### src/rtl/sr_latch_sequencer.sv
// Round-robin sequencer that shares a bank of NOR SR latches between requesters,
// driving one timed set/reset pulse at a time and checking the latch afterwards.
module sr_latch_sequencer #(
   parameter  int NREQ      = 4,
   parameter  int NFLAG     = 8,
   parameter  int IDXW      = 3,
   parameter  int PULSE_CYC = 2,
   parameter  int GAP_CYC   = 1,
   localparam int IDW       = (NREQ > 1) ? $clog2(NREQ) : 1
) (
   input  logic                 clk,
   input  logic                 rst_n,
   input  logic [NREQ-1:0]      req_valid,
   input  logic [NREQ-1:0]      req_op,
   input  logic [NREQ*IDXW-1:0] req_idx,
   output logic [NREQ-1:0]      req_ready,
   output logic [NFLAG-1:0]     latch_set,
   output logic [NFLAG-1:0]     latch_reset,
   input  logic [NFLAG-1:0]     flag_q,
   output logic                 busy,
   output logic                 done_valid,
   output logic [IDW-1:0]       done_id,
   output logic                 done_ok
);

   localparam int CMAX = (PULSE_CYC > GAP_CYC) ? PULSE_CYC : GAP_CYC;
   localparam int CW   = (CMAX > 1) ? $clog2(CMAX) : 1;

   typedef enum logic [1:0] {IDLE, PULSE, GAP, CHECK} state_t;

   state_t           state, state_n;
   logic [CW-1:0]    cnt, cnt_n;
   logic             op_r, op_n;
   logic [IDXW-1:0]  idx_r, idx_n;
   logic [IDW-1:0]   id_r, id_n;
   logic [IDW-1:0]   rr_ptr, rr_n;
   logic             found;
   logic [IDW-1:0]   win;
   logic             q_sel, q_hit;
   logic [NFLAG-1:0] hit_n;
   logic [NFLAG-1:0] set_d, reset_d;
   logic             busy_d, dv_d, ok_d;
   logic [IDW-1:0]   did_d;

   // Round-robin search: first pass from rr_ptr upward, second pass wraps to 0
   always_comb begin
      found = 1'b0;
      win   = '0;
      for (int j = 0; j < NREQ; j++) begin
         if (!found && req_valid[j] && (IDW'(j) >= rr_ptr)) begin
            found = 1'b1;
            win   = IDW'(j);
         end
      end
      for (int j = 0; j < NREQ; j++) begin
         if (!found && req_valid[j]) begin
            found = 1'b1;
            win   = IDW'(j);
         end
      end
   end

   // Gated by rst_n so no grant leaks out while reset is held
   always_comb begin
      req_ready = '0;
      if (rst_n && (state == IDLE) && found) req_ready[win] = 1'b1;
   end

   // Out-of-range indices leave q_hit low, which forces done_ok to 0
   always_comb begin
      q_hit = 1'b0;
      q_sel = 1'b0;
      for (int i = 0; i < NFLAG; i++) begin
         if (idx_r == IDXW'(i)) begin
            q_hit = 1'b1;
            q_sel = flag_q[i];
         end
      end
   end

   always_comb begin
      state_n = state;
      cnt_n   = cnt;
      op_n    = op_r;
      idx_n   = idx_r;
      id_n    = id_r;
      rr_n    = rr_ptr;
      ok_d    = 1'b0;
      case (state)
         IDLE: begin
            if (found) begin
               state_n = PULSE;
               cnt_n   = CW'(PULSE_CYC - 1);
               op_n    = req_op[win];
               idx_n   = req_idx[int'(win)*IDXW +: IDXW];
               id_n    = win;
               rr_n    = (win == IDW'(NREQ - 1)) ? '0 : win + 1'b1;
            end
         end
         PULSE: begin
            if (cnt == '0) begin
               state_n = GAP;
               cnt_n   = CW'(GAP_CYC - 1);
            end else begin
               cnt_n = cnt - 1'b1;
            end
         end
         GAP: begin
            if (cnt == '0) begin
               state_n = CHECK;
               ok_d    = q_hit && (q_sel == op_r);
            end else begin
               cnt_n = cnt - 1'b1;
            end
         end
         CHECK:   state_n = IDLE;
         default: state_n = IDLE;
      endcase
   end

   // Outputs are decoded from the next state so they can be registered without lag
   always_comb begin
      for (int i = 0; i < NFLAG; i++) hit_n[i] = (idx_n == IDXW'(i));
      set_d   = ((state_n == PULSE) &&  op_n) ? hit_n : '0;
      reset_d = ((state_n == PULSE) && !op_n) ? hit_n : '0;
      busy_d  = (state_n != IDLE);
      dv_d    = (state_n == CHECK);
      did_d   = (state_n == CHECK) ? id_r : '0;
   end

   always_ff @(posedge clk or negedge rst_n) begin
      if (!rst_n) begin
         state       <= IDLE;
         cnt         <= '0;
         op_r        <= 1'b0;
         idx_r       <= '0;
         id_r        <= '0;
         rr_ptr      <= '0;
         latch_set   <= '0;
         latch_reset <= '0;
         busy        <= 1'b0;
         done_valid  <= 1'b0;
         done_id     <= '0;
         done_ok     <= 1'b0;
      end else begin
         state       <= state_n;
         cnt         <= cnt_n;
         op_r        <= op_n;
         idx_r       <= idx_n;
         id_r        <= id_n;
         rr_ptr      <= rr_n;
         latch_set   <= set_d;
         latch_reset <= reset_d;
         busy        <= busy_d;
         done_valid  <= dv_d;
         done_id     <= did_d;
         done_ok     <= ok_d;
      end
   end

endmodule
### config.mk
export PLATFORM = sky130hd
export DESIGN_NAME = sr_latch_sequencer
export DESIGN_NICKNAME = d
export VERILOG_FILES = /design/src/rtl/sr_latch_sequencer.sv
export SDC_FILE = /design/constraint.sdc
export NUM_CORES = 1
export LEC_CHECK = 0
export CORE_ASPECT_RATIO = 0.6
export CORE_UTILIZATION = 43
export CTS_CLUSTER_DIAMETER = 200
export DETAILED_ROUTE_END_ITERATION = 16
export PLACE_DENSITY = 0.87
export SLEW_MARGIN = 20
export SYNTH_ARGS = -nofsm -noshare
export SYNTH_HDL_FRONTEND = slang
export SYNTH_SLANG_ARGS = --single-unit
export TNS_END_PERCENT = 1
### constraint.sdc
create_clock -name clk -period 6 [get_ports clk]
set_clock_uncertainty 0.2 [all_clocks]
set_input_delay 1.2 -clock clk [delete_from_list [all_inputs] [get_ports clk]]
set_output_delay 1.2 -clock clk [all_outputs]
set_load 0.02 [all_outputs]
==> impl_results.md <==
- Critical path origin: req_valid[3]
- Hold path startpoint: id_r[0]$_DFFE_PN0P_
- First-pass GRT wire length: 6513 um
- DRT iter0 DRCs: 74
- Initial antenna violation count: 0
- Post-synthesis async set-or-reset flop share: 100.0%
- Yosys cell types: 43
- Clk_lat worst skew: between 200 and 300 ps
- Status: completed
- Critical path cell sequence: clkdlybuf4s50_1 -> or2b_1 -> a21boi_2 -> nor3_4 -> inv_2 -> ha_1 -> and3_1 -> clkdlybuf4s50_1
- Drt wl/cell: around 15 um
- Largest stage delay on the critical path: about 550 ps
- Static leakage: about 0.0010 uW
- CTS Buffer Depth: 2
- Arr. time, crit path: approximately 3500 ps
- DRT Wirelength: 3900 um
- Startpoint types: input pin
- Syn_area_per_cell: between 10 and 15 um2
- Net count after synthesis: about 190
- Setup TNS: 0 ps
- Post-DP HPWL: ~3000 um
- Final Hold Vio Count: 0
- DIE HEIGHT: 49.24 um
- Max_cap viols: 0
- Seq cells post-synth: 32
- Slew headroom: 61.53%
- CP top delay family: buffers and inverters
- Worst slew pin tran: about 570 ps
- Worst path slowest cell: clkdlybuf4s50_1
- DP Cell Count: 250
- Post-synth EDFFs: 0
- RSZ-0062 raised after global routing: no
- CTS Hold Buffers Added: 0
- CP endpoint kind: output pin
- Endpoints failing setup: 0
- # nets final: between 200 and 250
- Routability cong.: approximately 0.87
- YS warnings: 0
- Worst ir drop on vdd: about 0.20 mV
- Diodes inserted: 0
- # IOs: 55
- P&R area growth vs syn: 44.05%
- Initial core utilization: a little under half
- Vias in the first global route: ~1,400
- Number of gates resized after CTS: 0
- Fin. max-slew vios: 0
- Commonest non-fill, non-tap cells in the layout: clkdlybuf4s50_1 (54), dfrtp_1 (32), nor2_1 (20), nand2_1 (16), inv_1 (8)
- Worst-path fanout max: 9
- Peak Freq: 0.2044 GHz
- Power per cell area: between 400 and 500 nW/um2
- DRT Pass-1 Iters: 4
- Final worst-path cycle share: slightly above 80%
- Via/cell ratio: ~5.4
- Commonest non-fill, non-tap cell in the layout: clkdlybuf4s50_1
- # Post-CTS Setup Buffers: 0
- Die width: around 81 um
- Mapped Cells: ~150
- Core Box Area: approximately 3400 um2
- Sink Count: 32
- Crit Path Category: in2out
- Layout cells sized above 1: about a tenth
- CTS buffer count: 5
- Seq/Total Area, Yosys: 50.08%
- HP Class: reg2reg
- Worst r2r src: rr_ptr[1]$_DFFE_PN0P_
- GR Overflow Total: 0
- Top FF cell, synth: dfrtp_1
- Cell chosen for the clock root: clkbuf_8
- CTS tree: built
- DRC: 0
- Period minus WS final: 4893 ps
- # port buffers: 54
- Total Routing Usage GR: 22.44%
- CP bufs+invs: 3
- Area of the die: 3975 um2
- Mapped Area: 1599 um2
- Fill cells: 266
- Clk slew on worst S/H paths: approximately 60 ps
- Detailed-route via count: between 1,000 and 1,500
- Largest net degree at the start of global routing: 37
- H-tree lvl count: 2
- Row count: 16
- Worst endpoint required time: between 4000 and 5000 ps
- Most frequent CP cell: clkdlybuf4s50_1
- Final cell count without fillers: ~260
- Remaining antenna violation count: 0
==> registers in the layout (all words and copies together), names as in the netlist <==
name,flops
idx_r,3
done_ok,1
done_valid,1
id_r,2
busy,1
latch_set,8
latch_reset,8
rr_ptr,2
cnt,1
state,2
op_r,1
done_id,2
==> synth_stat cells, types with 3 or more instances <==
master     n  area (um2)
a211o_1    3       26.28
a21oi_1    3       15.01
and3_1     7       43.79
dfrtp_1   32       800.8
ha_1       7       87.58
inv_1      8       30.03
mux2i_1    4       40.04
nand2_1   16       60.06
nand2b_1   3       18.77
nand3_1    3       15.01
nand3b_1   3       22.52
nor2_1    20       75.07
o21ai_0    5       25.02
==> final cells by class <==
| class | count | area (um2) | area share [%] |
|---|---|---|---|
| sequential | 32 | 800.8 | 34.76 |
| multi-input combinational | 108 | 753.2 | 32.70 |
| timing repair buffer | 55 | 548.0 | 23.79 |
| clock buffer | 6 | 72.57 | 3.150 |
| tap | 45 | 56.30 | 2.444 |
| inverter | 10 | 37.54 | 1.630 |
| clock inverter | 2 | 35.03 | 1.521 |
==> layer usage <==
metal / track usage [%] / wire length [um] / vias to the layer above
li1: - / - / 659
met5: 0 / 0 / -
met2: 33.90 / 1757 / 66
met4: 7.143 / 80 / 0
met1: 30.49 / 1722 / 657
met3: 7.290 / 340 / 12
==> metrics by stage <==
step	hold WS, ps	cell area [um2]	setup slack, ps	utilization, %	total power, uW
after floorplan	238.1	1599	2167	-	687.5
after global placement	259.8	2196	1157	64.52	850.1
after detailed placement	262.8	2196	1131	64.52	870.9
after CTS	278.3	2303	1112	67.68	1075
after global routing	317.0	2303	972.8	67.68	1153
final	280.3	2303	1107	67.68	1072
==> cell families (layout without fill, tap and decap cells) <==
logic type	after synthesis	after routing	synth area share (%)
mux	7	7	6.025
xor+xnor	1	1	0.5478
flops	32	32	50.08
compound gates	29	29	13.07
fa+ha+maj	7	7	5.477
buf+inv	12	73	2.817
simple gates	64	64	21.99
==> worst min-delay path, stage by stage, from the launching register on <==
cell and delay [ps]:
dfrtp_1 350, nand2_1 50, nand2_1 50
==> final timing paths <==
| kind | slack [ps] | to | cells past startpoint |
|---|---|---|---|
| min in group asynchronous | 1120 | done_id[1]$_DFF_PN0_ | 2 |
| worst max register to register | 3430 | latch_set[4]$_DFF_PN0_ | 7 |
| worst min-delay path | 280 | id_r[0]$_DFFE_PN0P_ | 2 |
| worst max-delay path | 1110 | req_ready[1] | 8 |
| worst min register to register | 280 | id_r[0]$_DFFE_PN0P_ | 2 |
| max in group asynchronous | 4170 | latch_set[3]$_DFF_PN0_ | 2 |
==> power breakdown <==
part / total, uW / internal, uW / switching [uW]
Clock: 200 / 123 / 77.2
Sequential: 337 / 284 / 52.9
Combinational: 535 / 223 / 312
Power figures use the tool's default switching activity.
